## src/rtl/nios_accelerometer_fir_out_sched.sv

```systemverilog
// rtl/nios_accelerometer_fir_out_sched.sv - round-robin scheduler from FIR channels to per-axis PIO writes
module nios_accelerometer_fir_out_sched #(
  parameter int NUM_CH     = 3,
  parameter int DATA_W     = 31,
  parameter int GAP_CYCLES = 1
) (
  input  logic                     clk,
  input  logic                     reset_n,
  input  logic                     enable,
  input  logic                     clr_overrun,
  input  logic [NUM_CH-1:0]        smp_strobe,
  input  logic [NUM_CH*DATA_W-1:0] smp_data,
  output logic [NUM_CH-1:0]        pio_chipselect,
  output logic [1:0]               pio_address,
  output logic                     pio_write_n,
  output logic [31:0]              pio_writedata,
  output logic [NUM_CH-1:0]        pending,
  output logic [NUM_CH*8-1:0]      overrun_cnt,
  output logic                     busy
);

  localparam int CW = (NUM_CH > 1) ? $clog2(NUM_CH) : 1;

  typedef enum logic [1:0] {S_IDLE, S_ISSUE, S_GAP} state_t;

  state_t                          r_state;
  logic [CW-1:0]                   r_grant;
  logic [CW-1:0]                   r_last_grant;
  logic [3:0]                      r_gap_cnt;
  logic [NUM_CH-1:0]               r_cs;
  logic                            r_write_n;
  logic [31:0]                     r_writedata;
  logic [NUM_CH-1:0]               r_pending;
  logic [NUM_CH-1:0][DATA_W-1:0]   r_hold;
  logic [NUM_CH-1:0][7:0]          r_ovr;

  logic [CW-1:0]                   w_grant;
  logic                            w_any;
  logic [NUM_CH-1:0]               w_issue_clr;
  logic [NUM_CH-1:0]               w_ovr;
  logic [NUM_CH-1:0]               w_onehot0;

  assign w_onehot0 = {{(NUM_CH-1){1'b0}}, 1'b1};

  // First pending channel searching upward from the one after the last grant.
  always_comb begin
    logic [CW-1:0] idx;
    w_any   = 1'b0;
    w_grant = '0;
    idx     = '0;
    for (int k = 1; k <= NUM_CH; k++) begin
      idx = CW'((int'(r_last_grant) + k) % NUM_CH);
      if (!w_any && r_pending[idx]) begin
        w_any   = 1'b1;
        w_grant = idx;
      end
    end
  end

  assign w_issue_clr = (r_state == S_ISSUE) ? (w_onehot0 << r_grant) : '0;
  assign w_ovr       = smp_strobe & r_pending & ~w_issue_clr;

  always_ff @(posedge clk or negedge reset_n) begin
    if (!reset_n) begin
      r_pending <= '0;
      r_hold    <= '0;
      r_ovr     <= '0;
    end else begin
      for (int i = 0; i < NUM_CH; i++) begin
        if (smp_strobe[i]) r_hold[i] <= smp_data[i*DATA_W +: DATA_W];
        r_pending[i] <= smp_strobe[i] | (r_pending[i] & ~w_issue_clr[i]);
        if (clr_overrun) r_ovr[i] <= w_ovr[i] ? 8'd1 : 8'd0;
        else if (w_ovr[i] && (r_ovr[i] != 8'hFF)) r_ovr[i] <= r_ovr[i] + 8'd1;
      end
    end
  end

  always_ff @(posedge clk or negedge reset_n) begin
    if (!reset_n) begin
      r_state      <= S_IDLE;
      r_grant      <= '0;
      r_last_grant <= CW'(NUM_CH - 1);
      r_gap_cnt    <= '0;
      r_cs         <= '0;
      r_write_n    <= 1'b1;
      r_writedata  <= '0;
    end else begin
      case (r_state)
        S_IDLE: begin
          if (enable && w_any) begin
            r_state     <= S_ISSUE;
            r_grant     <= w_grant;
            r_cs        <= w_onehot0 << w_grant;
            r_write_n   <= 1'b0;
            r_writedata <= 32'(r_hold[w_grant]);
          end
        end
        S_ISSUE: begin
          r_cs         <= '0;
          r_write_n    <= 1'b1;
          r_last_grant <= r_grant;
          if (GAP_CYCLES > 0) begin
            r_state   <= S_GAP;
            r_gap_cnt <= 4'(GAP_CYCLES - 1);
          end else begin
            r_state <= S_IDLE;
          end
        end
        S_GAP: begin
          if (r_gap_cnt == 4'd0) r_state <= S_IDLE;
          else r_gap_cnt <= r_gap_cnt - 4'd1;
        end
        default: r_state <= S_IDLE;
      endcase
    end
  end

  assign pio_chipselect = r_cs;
  assign pio_address    = 2'b00;
  assign pio_write_n    = r_write_n;
  assign pio_writedata  = r_writedata;
  assign pending        = r_pending;
  assign overrun_cnt    = r_ovr;
  assign busy           = (r_state != S_IDLE);

endmodule

```

## config.mk

```make
export PLATFORM = sky130hd
export DESIGN_NAME = nios_accelerometer_fir_out_sched
export DESIGN_NICKNAME = d
export VERILOG_FILES = /design/src/rtl/nios_accelerometer_fir_out_sched.sv
export SDC_FILE = /design/constraint.sdc
export NUM_CORES = 1
export LEC_CHECK = 0
export BUFFER_PORTS_ARGS = -buffer_cell sky130_fd_sc_hd__buf_2
export CORE_ASPECT_RATIO = 1.75
export CORE_MARGIN = 4
export CORE_UTILIZATION = 45
export DETAILED_ROUTE_END_ITERATION = 10
export PLACE_DENSITY_LB_ADDON = 0.15
export SETUP_SLACK_MARGIN = 0.05
export SYNTH_ARGS = -nofsm -noshare
export SYNTH_HDL_FRONTEND = slang
export SYNTH_SLANG_ARGS = --single-unit
```

## constraint.sdc

```tcl
create_clock -name clk -period 6.6 [get_ports clk]
set_clock_uncertainty 0.2 [all_clocks]
set_input_delay 1.32 -clock clk [delete_from_list [all_inputs] [get_ports clk]]
set_output_delay 1.32 -clock clk [all_outputs]
set_load 0.02 [all_outputs]
```

# Word level (Yosys, flattened, before mapping)
# Index checks and enable logic that the tools add are counted.
# W data, S select, Z words.
# totals
regBits	165
in_bits	100
# op_classes
eq_ne	8
shifts	2
div_mod_pow	3
n_addsub	7
n_bitwise	12
magnitude_cmp	4
reduce_logical	20
n_mux	33
# op_table
cell	n
$mod A32 B3 Y32 const B	3
$bmux W31 S2	1
$mux W8	6
$mux W31	1
$add A8 B1 Y8 const B	3
$ne A8 B8 Y1 const B	3
$lt A2 B3 Y1 const B	4
$reduce_bool A2 Y1	6
$mux W1	10
$mux W2	5
$pmux W4 S2	1
$reduce_and A2 Y1	4
$add A2 B2 Y3 const B	2
$and A3 B3 Y3	2
$bmux W1 S2	3
$logic_and A1 B1 Y1	6
$mux W3	2
$ne A2 B2 Y1 const B	3
$pmux W2 S3	1
$pmux W3 S2	1
$shl A1 B2 Y3 const A	2
$logic_not A4 Y1	1
$mux W4	1
$sub A4 B1 Y4 const B	1
other kinds (10)	17

# Depth between registers and ports, before layout
# Gate-level depths: netlist of the first run.
# depth
word_depth	14
mapped_depth	9
depth_no_buf	7

# Least setup slack after synthesis of the first run
# Ideal clock, no wire load.
# synth_path
kind	input-to-reg
startpoint	input smp_strobe[1]
endpoint	register r_ovr (netlist bit overrun_cnt[11])
required_ps	6322
path_stages	4
setup_time_ps	78
setup_slack_ps	3991
arrival_time_ps	2331
cell_sequence	clkbuf_1 > o2111ai_2 > or3_1 > a21oi_1
# synth_between
elab_chain_len	4
# synth_rtl
item	line	text
start: declaration	11	input logic [NUM_CH-1:0] smp_strobe,
$and A3 B3 Y3 (2 in a row)	61	assign w_ovr = smp_strobe & r_pending & ~w_issue_clr;
$logic_and A1 B1 Y1	73	else if (w_ovr[i] && (r_ovr[i] != 8'hFF)) r_ovr[i] <= r_ovr[i] + 8'd1;
$reduce_bool A2 Y1 (no source line)	-	
end signal: indexed assignment	72	if (clr_overrun) r_ovr[i] <= w_ovr[i] ? 8'd1 : 8'd0;
end: declaration	35	logic [NUM_CH-1:0][7:0] r_ovr;
# No other way between the ends.
# A chain may end at the register's enable or synchronous reset.

# Worst setup path in the final report of the first run
# layout_path
startpoint	register r_last_grant[1]
endpoint	register r_writedata[22] (netlist: pio_writedata[22])
# layout_between
elab_chain_len	13
word_cells_on_any_way	26
# layout_rtl
item	line	text
start: declaration	28	logic [CW-1:0] r_last_grant;
start signal: assignment	82	r_last_grant <= CW'(NUM_CH - 1);
start signal: assignment	101	r_last_grant <= r_grant;
$add A2 B1 Y3	52	idx = CW'((int'(r_last_grant) + k) % NUM_CH);
$mod A32 B3 Y32	52	
$bmux W1 S2	53	if (!w_any && r_pending[idx]) begin
$mux W1 (implied by the code)	53	
$mux W1	53	
$logic_not A1 Y1	53	
$logic_and A1 B1 Y1	53	
$mux W1	53	
$logic_not A1 Y1	53	
$logic_and A1 B1 Y1	53	
$mux W2 or $mux W1 (tied branches)	53	
$bmux W31 S2 or $logic_and A1 B1 Y1 (tied branches)	95, 90	
$mux W31 (implied by the code) or $reduce_and A2 Y1 (tied branches)	-	
end signal: assignment	95	r_writedata <= 32'(r_hold[w_grant]);
end: declaration	32	logic [31:0] r_writedata;
# Parallel ways exist; a longest one is shown, timed or not. The select of a mux whose other input is x is not followed.

==> metrics.csv, run 1 <==
stage,metric,value,unit
clock_tree,clk_latency,0.41,ns
die,start_util,46.3,%
finish,layout.nets,884,
status,status,completed,
clock_tree,cts_buffers,17,
routing,vias,5247,
sta,max_slew_margin,23.8,%
place,gp_congestion,0.798,
die,boundaryPins,166,
clock_tree,post-cts-setup-buffers,0,
sta,drv_slew,0,
routing,drtPass1Iterations,4,
place,dpl_cell_area,8330,um2
die,die_w,105,um
die,core.rowCount,61,
finish,areaGrowthSynthToFinish,20.1,%
routing,avgRoutedWirePerCell,17.6,um
clock_tree,root_buffer,clkbuf_16,
clock_tree,clock-sinks,165,
logic_synthesis,synth-seq-cells,165,
logic_synthesis,synth_edf_count,0,
pwr,vdd_drop_max,252,uV
setup_path,worstPathArrival,3.18,ns
logic_synthesis,synth_top_area_share,55.0,%
routing,totalWireLength,17.2,mm
sta,tightest_slew,1.14,ns
clock_tree,ctsHoldBuffers,0,
logic_synthesis,syn_area,7420,um2
flow_run,max_cap_viol_count,0,
sta,final-hold-violation-count,0,
setup_path,rrSetupSlack,3.48,ns
setup_path,critPathCaptureType,flip-flop,
logic_synthesis,synth_top_cell_by_area,dfrtp_1,
clock_tree,htreeDepth,4,
place,post-place-ws,3.18,ns
min_path,hp-class,reg -> reg,
global_route,globalRouteOverflowTotal,0,
sta,fin_crit_sh,47.2,%
pwr,leakagePower,0.00424,uW
setup_path,worstSetupStartpointType,flip-flop,
logic_synthesis,yosys-top-cells-area,"dfrtp_1 (55%), mux2_2 (9.7%), o221ai_2 (5.1%)",
die,die_area,18700,um2
global_route,grt_pass1_vias,5621,
sta,setup_viol,0,
routing,drcViolationCount,0,
clock_tree,cts_buffer_depth,2,
routing,drt_iter0_markers,209,
global_route,globalRouteTotalUtil,19.1,%
min_path,worstHoldPathCells,2,
finish,layout-drive-gt1-share,37.8,%
setup_path,path_class,reg -> reg,
setup_path,critPathRequiredTime,6.66,ns
logic_synthesis,post_synth.cell_area_avg,11.8,um2
sta,finalSetupTns,0,ns
global_route,grt_max_degree,112,
logic_synthesis,post_synth_inst_count,627,
setup_path,rr_worst_depth,8,
clock_tree,cts_tree,yes,
die,die_y,178,um
clock_tree,cts_resized,0,
place,portBuffers,162,
sta,fin_crit,3.12,ns
clock_tree,clkTransAtPathRegs,0.06,ns
logic_synthesis,yosysSeqAreaShare,55.7,%
sta,rsz0062_at_grt,no,
logic_synthesis,ys_async_sr_fraction,100,%
logic_synthesis,ys.flop_type,dfrtp_1,
finish,fin_area,8910,um2
finish,insertedDiodeCount,0,
logic_synthesis,ys_warn_count,0,
pwr,powerDensity,394,nW/um2
die,core_area,16000,um2
sta,fmax,321,MHz
logic_synthesis,synth_cell_types,55,
place,dpl.hpwl,12.2,mm
global_route,antenna_found_initial,1,
sta,setup_ws,3.48,ns
setup_path,worst-path-max-fanout,25,
finish,fill_cells,1420,
routing,ant_nets,0,
global_route,grt_pass1_wl,28.3,mm
routing,avgViaCountPerCell,5.37,
registers in the layout, indices dropped and copies added (netlist names):
signal	flops
overrun_cnt	24
pending	3
pio_chipselect	3
pio_write_n	1
pio_writedata	31
r_gap_cnt	4
r_grant	2
r_hold	93
r_last_grant	2
r_state	2
per-layer routing:
metal	track usage (%)	part of all wire (%)	vias to the layer above
met4	6.79	2.0	2
li1	-	-	2489
met3	4.08	4.8	23
met5	0	0.070	-
met2	33.7	53	133
met1	22.9	40	2600
through the flow:
stage / instances / utilization [%] / hold slack, ns / total power (uW)
floorplan: 629 / - / 0.279 / 2250
global route: 978 / 55.6 / 0.297 / 3720
finish: 978 / 55.6 / 0.267 / 3510
global placement: 946 / 52.0 / 0.254 / 2550
detailed placement: 946 / 52.0 / 0.256 / 2590
CTS: 978 / 55.6 / 0.265 / 3560
worst max-delay path, stage by stage (launching register included):
cell and delay, ns:
dfstp_2 0.56, inv_1 0.06, ha_1 0.26, a221oi_2 0.33, a32oi_2 0.19, o21bai_4 0.40
buf_4 0.49, mux2i_1 0.34, o221ai_2 0.12
final timing paths:
| check | startpoint | endpoint |
|---|---|---|
| worst max-delay path | r_last_grant[1]$_DFFE_PN1P_ | pio_writedata[22]$_DFFE_PN0P_ |
| worst min-delay path | pio_write_n$_DFFE_PN1P_ | pio_write_n$_DFFE_PN1P_ |
| worst max register to register | r_last_grant[1]$_DFFE_PN1P_ | pio_writedata[22]$_DFFE_PN0P_ |
| worst min register to register | pio_write_n$_DFFE_PN1P_ | pio_write_n$_DFFE_PN1P_ |
| max in group asynchronous | reset_n | r_hold[90]$_DFFE_PN0P_ |
| min in group asynchronous | reset_n | r_hold[25]$_DFFE_PN0P_ |
cells by family after synthesis:
group,share of synthesized area [%]
and+or+nand+nor,9.70
DFF,55.7
buffers and inverters,4.96
xor gates and xnor gates,2.01
muxes,14.3
AOI/OAI and AO/OA,11.9
other,0.0506
adders and majority gates,1.35
placed cells by master, fill, tap and decap left out, types with 6 or more instances in the layout:
master / n
dfrtp_1: 163
buf_2: 161
nand2_1: 77
mux2_2: 64
inv_1: 43
o21ai_0: 39
mux2i_1: 34
o221ai_2: 25
nor2_1: 22
clkbuf_16: 17
nand3_1: 12
xor2_1: 11
nand4_1: 10
ha_1: 8
nand2b_1: 6
xnor2_1: 6
synthesized netlist by cell type, types with 6 or more instances:
| cell | count |
|---|---|
| o221ai_2 | 25 |
| o21ai_0 | 39 |
| nor2_1 | 22 |
| nand3_1 | 12 |
| dfrtp_1 | 163 |
| mux2_2 | 64 |
| nand4_1 | 10 |
| mux2i_1 | 34 |
| ha_1 | 8 |
| nand2b_1 | 6 |
| buf_2 | 9 |
| nand2_1 | 78 |
| inv_1 | 43 |
| o21ai_1 | 6 |
| xor2_1 | 11 |
| xnor2_1 | 6 |
| clkbuf_1 | 16 |
report_power, final:
part	leakage [uW]	internal, uW	total, uW	switching [uW]
Clock	0.000273	544	955	411
Combinational	0.00195	481	1210	728
Sequential	0.00202	1210	1340	137
Total	0.00424	2230	3510	1280
cell type report:
class	instances	area [um2]	share of cell area (%)
well taps	189	236	2.66
clock inverters	13	123	1.38
multi-input cells	383	2960	33.2
flip-flops and latches	165	4130	46.4
clock buffers	19	453	5.09
repair buffers	165	840	9.43
inverters	44	165	1.85
No activity file was read; power rests on OpenSTA's default activity.
==> run 2: changes to the inputs <==
clock period = 3.1 ns   (was 6.6 ns; I/O delays follow)
==> metrics.csv, run 2 (same netlist as run 1, synthesis figures left out) <==
stage,metric,value,unit
setup_path,worstPathArrival,2.76,ns
finish,areaGrowthSynthToFinish,21.9,%
setup_path,critPathCaptureType,flip-flop,
sta,tightest_slew,0.765,ns
clock_tree,cts_buffer_depth,2,
min_path,hp-class,in -> async,
finish,layout.nets,897,
die,core_area,16000,um2
sta,fmax,380,MHz
routing,ant_nets,0,
routing,vias,5367,
finish,top_register,r_hold,
finish,finalNonFillerCells,991,
setup_path,path_class,reg -> reg,
routing,drt_iter0_markers,173,
pwr,powerDensity,841,nW/um2
clock_tree,post-cts-setup-buffers,0,
routing,drtPass1Iterations,4,
clock_tree,htreeDepth,4,
global_route,grt_pass1_wl,29.7,mm
sta,holdWs,0.0213,ns
die,core.rowCount,61,
place,gp_congestion,0.809,
routing,drcViolationCount,0,
setup_path,worst-path-max-fanout,21,
die,die_y,178,um
pwr,leakagePower,0.00432,uW
sta,fin_crit_sh,84.8,%
die,die_w,105,um
global_route,antenna_found_initial,0,
sta,rsz0062_at_grt,no,
finish,mostFrequentLayoutCells,"dfrtp_1 (163), buf_2 (161), nand2_1 (77)",
clock_tree,clkTransAtPathRegs,0.07,ns
sta,finalSetupTns,0,ns
global_route,grt_pass1_vias,5876,
die,boundaryPins,166,
routing,totalWireLength,18.0,mm
die,die_area,18700,um2
setup_path,critPathRequiredTime,3.23,ns
global_route,grt_max_degree,81,
clock_tree,cts_resized,0,
sta,final-hold-violation-count,0,
routing,avgRoutedWirePerCell,18.1,um
clock_tree,cts_buffers,17,
clock_tree,cts_tree,yes,
routing,avgViaCountPerCell,5.42,
finish,fill_cells,1442,
global_route,globalRouteTotalUtil,20.2,%
place,portBuffers,162,
clock_tree,root_buffer,clkbuf_16,
clock_tree,clk_latency,0.42,ns
finish,mostFrequentLayoutCell,dfrtp_1,
die,start_util,46.3,%
sta,fin_crit,2.63,ns
place,dpl.hpwl,13.1,mm
sta,max_slew_margin,49.0,%
global_route,globalRouteOverflowTotal,0,
clock_tree,clock-sinks,165,
finish,insertedDiodeCount,0,
sta,drv_slew,0,
flow_run,max_cap_viol_count,0,
pwr,vdd_drop_max,403,uV
place,placedCellCount,959,
sta,setup_viol,0,
status,status,completed,
clock_tree,ctsHoldBuffers,0,
finish,largest_register_ffs,93,
setup_path,worstSetupStartpointType,flip-flop,
finish,layout-drive-gt1-share,38.7,%
run 2: cell types whose count changed in the layout (fill, tap and decap cells not counted), sizes merged:
| cell | previous run | this run |
|---|---|---|
| buf | 165 | 178 |
| clkbuf | 19 | 18 |
| inv | 48 | 53 |
| clkinvlp | 4 | 3 |
| clkinv | 4 | 1 |
run 2: worst paths after layout:
| path | startpoint | to | slack, ns | depth (start not counted) |
|---|---|---|---|---|
| setup reg to reg | r_last_grant[1]$_DFFE_PN1P_ | pio_writedata[21]$_DFFE_PN0P_ | 0.47 | 8 |
| hold / removal | reset_n | overrun_cnt[4]$_DFFE_PN0P_ | 0.02 | 1 |
| hold reg to reg | pio_write_n$_DFFE_PN1P_ | pio_write_n$_DFFE_PN1P_ | 0.27 | 2 |
| min in group clk | smp_data[72] | r_hold[72]$_DFFE_PN0P_ | 0.21 | 3 |
| setup / recovery | r_last_grant[1]$_DFFE_PN1P_ | pio_writedata[21]$_DFFE_PN0P_ | 0.47 | 8 |
| max in group asynchronous | reset_n | r_hold[51]$_DFFE_PN0P_ | 1.96 | 2 |
run 2: worst max-delay path: stages (launching register included):
cell      delay, ns
dfstp_2        0.55
inv_1          0.06
ha_1           0.26
a221oi_2       0.31
a32oi_2        0.17
o21ai_4        0.54
buf_4          0.30
nand2_1        0.09
o221ai_2       0.06
run 2: final cells by class:
class / instances / area [um2] / share of cell area, %
sequential: 165 / 4130 / 45.7
multi-input combinational: 383 / 2960 / 32.7
timing repair buffer: 178 / 962 / 10.6
clock buffer: 18 / 429 / 4.75
tap: 189 / 236 / 2.62
inverter: 44 / 165 / 1.83
clock inverter: 14 / 158 / 1.74
run 2: report_power, final:
part | total (uW) | internal [uW] | switching, uW
Sequential | 2860 | 2570 | 294
Clock | 2090 | 1150 | 945
Combinational | 2650 | 1080 | 1570
run 2: routing by layer:
metal | vias to the layer above | share of wire [%] | GRT usage, %
met1 | 2682 | 39 | 22.8
li1 | 2518 | - | -
met4 | 0 | 2.2 | 7.33
met2 | 142 | 54 | 36.7
met5 | - | 0 | 0
met3 | 25 | 4.8 | 4.81
run 2: metrics by stage:
stage	setup slack, ns	power (uW)	utilization, %	cell area, um2
CTS	0.441	7710	56.4	9040
finish	0.470	7600	56.4	9040
global placement	0.497	5490	52.7	8450
detailed placement	0.454	5590	52.7	8450
global route	0.264	8060	56.4	9040
floorplan	0.768	4790	-	7420
==> run 3: changes to the inputs <==
clock period = 2.5 ns   (was 3.1 ns; I/O delays follow)
==> metrics.csv, run 3 (same netlist as run 1, synthesis figures left out) <==
stage,metric,value,unit
sta,max_slew_margin,61.2,%
pwr,pwr-share-clk,25.5,%
die,die_y,178,um
min_path,worstHoldStart,smp_data[65],
die,boundaryPins,166,
sta,setup_viol,1,
routing,avgViaCountPerCell,5.47,
global_route,grt_util_met1,22.8,%
pwr,power_switching,3840,uW
clock_tree,clkTransAtPathRegs,0.07,ns
routing,totalWireLength,19.4,mm
finish,mostFrequentLayoutCell,dfrtp_1,
die,die_w,105,um
setup_path,critPathCaptureType,flip-flop,
pwr,powerDensity,1130,nW/um2
global_route,grt_pass1_wl,30.4,mm
global_route,grt_pass1_vias,6066,
setup_path,rr_worst_depth,8,
clock_tree,cts_tree,yes,
setup_path,r2r-start,r_last_grant[1]$_DFFE_PN1P_,
global_route,globalRouteOverflowTotal,0,
routing,drcViolationCount,0,
setup_path,rrSetupSlack,-0.005,ns
finish,top_register,r_hold,
place,portBuffers,162,
sta,setup_ws,-0.00537,ns
clock_tree,clock-sinks,165,
min_path,min_to,r_hold[65]$_DFFE_PN0P_,
pwr,sw_frac_of_total,35.5,%
sta,finalSetupTns,-0.00537,ns
status,violations,setup timing,
global_route,antenna_found_initial,0,
status,status,"complete, but fails checks",
routing,avgRoutedWirePerCell,19.3,um
place,dpl.hpwl,13.3,mm
clock_tree,root_buffer,clkbuf_16,
pwr,p_int,6990,uW
finish,mostFrequentLayoutCells,"dfrtp_1 (162), buf_2 (161), nand2_1 (77)",
routing,drt_iter0_markers,181,
pwr,vdd_drop_max,592,uV
global_route,gr-usage-met2,37.9,%
die,core_area,16000,um2
finish,largest_register_ffs,93,
global_route,grt.met3_usage,5.13,%
pwr,leakagePower,0.00448,uW
setup_path,worstSetupStartpointType,flip-flop,
finish,areaGrowthSynthToFinish,29.4,%
sta,holdWs,0.0906,ns
sta,rsz0062_at_grt,yes,
routing,vias,5501,
finish,insertedDiodeCount,0,
place,gp_congestion,0.864,
flow_run,max_cap_viol_count,0,
sta,tightest_slew,0.577,ns
pwr,p_comb_share,41.3,%
sta,final-hold-violation-count,0,
clock_tree,cts_buffer_depth,2,
sta,drv_slew,0,
setup_path,critPathRequiredTime,2.60,ns
setup_path,path_class,reg -> reg,
finish,layout-drive-gt1-share,43.0,%
finish,layout.nets,911,
sta,fin_crit_sh,100,%
setup_path,rr_endpoint,pio_writedata[3]$_DFFE_PN0P_,
die,core.rowCount,61,
setup_path,worst-path-max-fanout,8,
pwr,p_seq_share,33.2,%
sta,fmax,399,MHz
routing,drtPass1Iterations,4,
sta,fin_crit,2.51,ns
die,start_util,46.3,%
min_path,hp-class,in -> reg,
die,die_area,18700,um2
setup_path,worstPathArrival,2.60,ns
routing,ant_nets,0,
global_route,grt_max_degree,63,
clock_tree,clk_latency,0.42,ns
clock_tree,htreeDepth,4,
clock_tree,cts_buffers,17,
global_route,globalRouteTotalUtil,20.7,%
global_route,busiest_layer,met2,
min_path,worstHoldPathCells,3,
-- run 3: cell count changes in the layout (fill, tap and decap cells not counted), moves of 3 or more --
cell	delta
mux2i_1	-19
clkbuf_16	+5
ha_1	-3
mux2i_4	+6
clkinv_4	+3
ha_4	+3
mux2i_2	+13
buf_12	+9
-- run 3: stage by stage --
step,setup WS [ns],util (%),cells,instance area (um2),total power (uW)
final,-0.00537,59.9,1005,9590,10800
after global routing,-0.0797,59.9,1005,9590,11400
after CTS,0.0450,57.5,996,9220,9920
after detailed placement,0.0318,53.6,963,8580,7150
after global placement,0.129,53.6,963,8580,7020
after floorplan,0.168,-,629,7420,5940
-- run 3: how the worst max path moves through the flow --
stage	from	to	slack (ns)	depth (start not counted)
after global placement	r_last_grant[1]$_DFFE_PN1P_	pio_writedata[1]$_DFFE_PN0P_	0.13	8
after CTS	r_last_grant[0]$_DFFE_PN0P_	pio_writedata[3]$_DFFE_PN0P_	0.04	8
after detailed placement	r_last_grant[1]$_DFFE_PN1P_	pio_writedata[3]$_DFFE_PN0P_	0.03	8
final	r_last_grant[1]$_DFFE_PN1P_	pio_writedata[3]$_DFFE_PN0P_	-0.005	8
after global routing	r_last_grant[1]$_DFFE_PN1P_	pio_writedata[27]$_DFFE_PN0P_	-0.08	9
after floorplan	r_last_grant[1]$_DFFE_PN1P_	pio_writedata[11]$_DFFE_PN0P_	0.17	9
-- run 3: repair_timing --
item	in CTS	in global routing
pin swaps	1	10
setup endpoints to repair	11	35
hold endpoints to repair	50	0
resized for setup	0	40
hold buffers	1	0
setup buffers	0	4
cloned	0	5
-- run 3: metal layers --
metal / part of all wire, % / wire length [um]
met1: 38 / 7430
met2: 55 / 10700
met3: 4.6 / 886
met4: 1.9 / 374
met5: 0 / 0
-- run 3: final cells by class --
| class | count | area, um2 |
|---|---|---|
| clock buffers | 18 | 439 |
| clock inverters | 14 | 186 |
| repair buffers | 192 | 1270 |
| flip-flops and latches | 165 | 4130 |
| well taps | 189 | 236 |
| multi-input cells | 383 | 3160 |
| fillers | 1355 | 6430 |
| inverters | 44 | 165 |
-- run 3: power groups by stage --
stage	logic (uW)	clock network, uW	registers (uW)
after floorplan	2080	0	3860
after global routing	4800	2950	3660
after CTS	3560	2810	3560
final	4470	2760	3590
after global placement	3440	0	3590
after detailed placement	3550	0	3590
-- run 3: worst max-delay path: stages (launching register included) --
cell and delay [ns]:
dfstp_2 0.60, ha_4 0.25, nor4bb_1 0.29, a211o_1 0.21, o21bai_4 0.14, buf_12 0.15
clkbuf_16 0.18, mux2i_1 0.25, o221ai_2 0.11
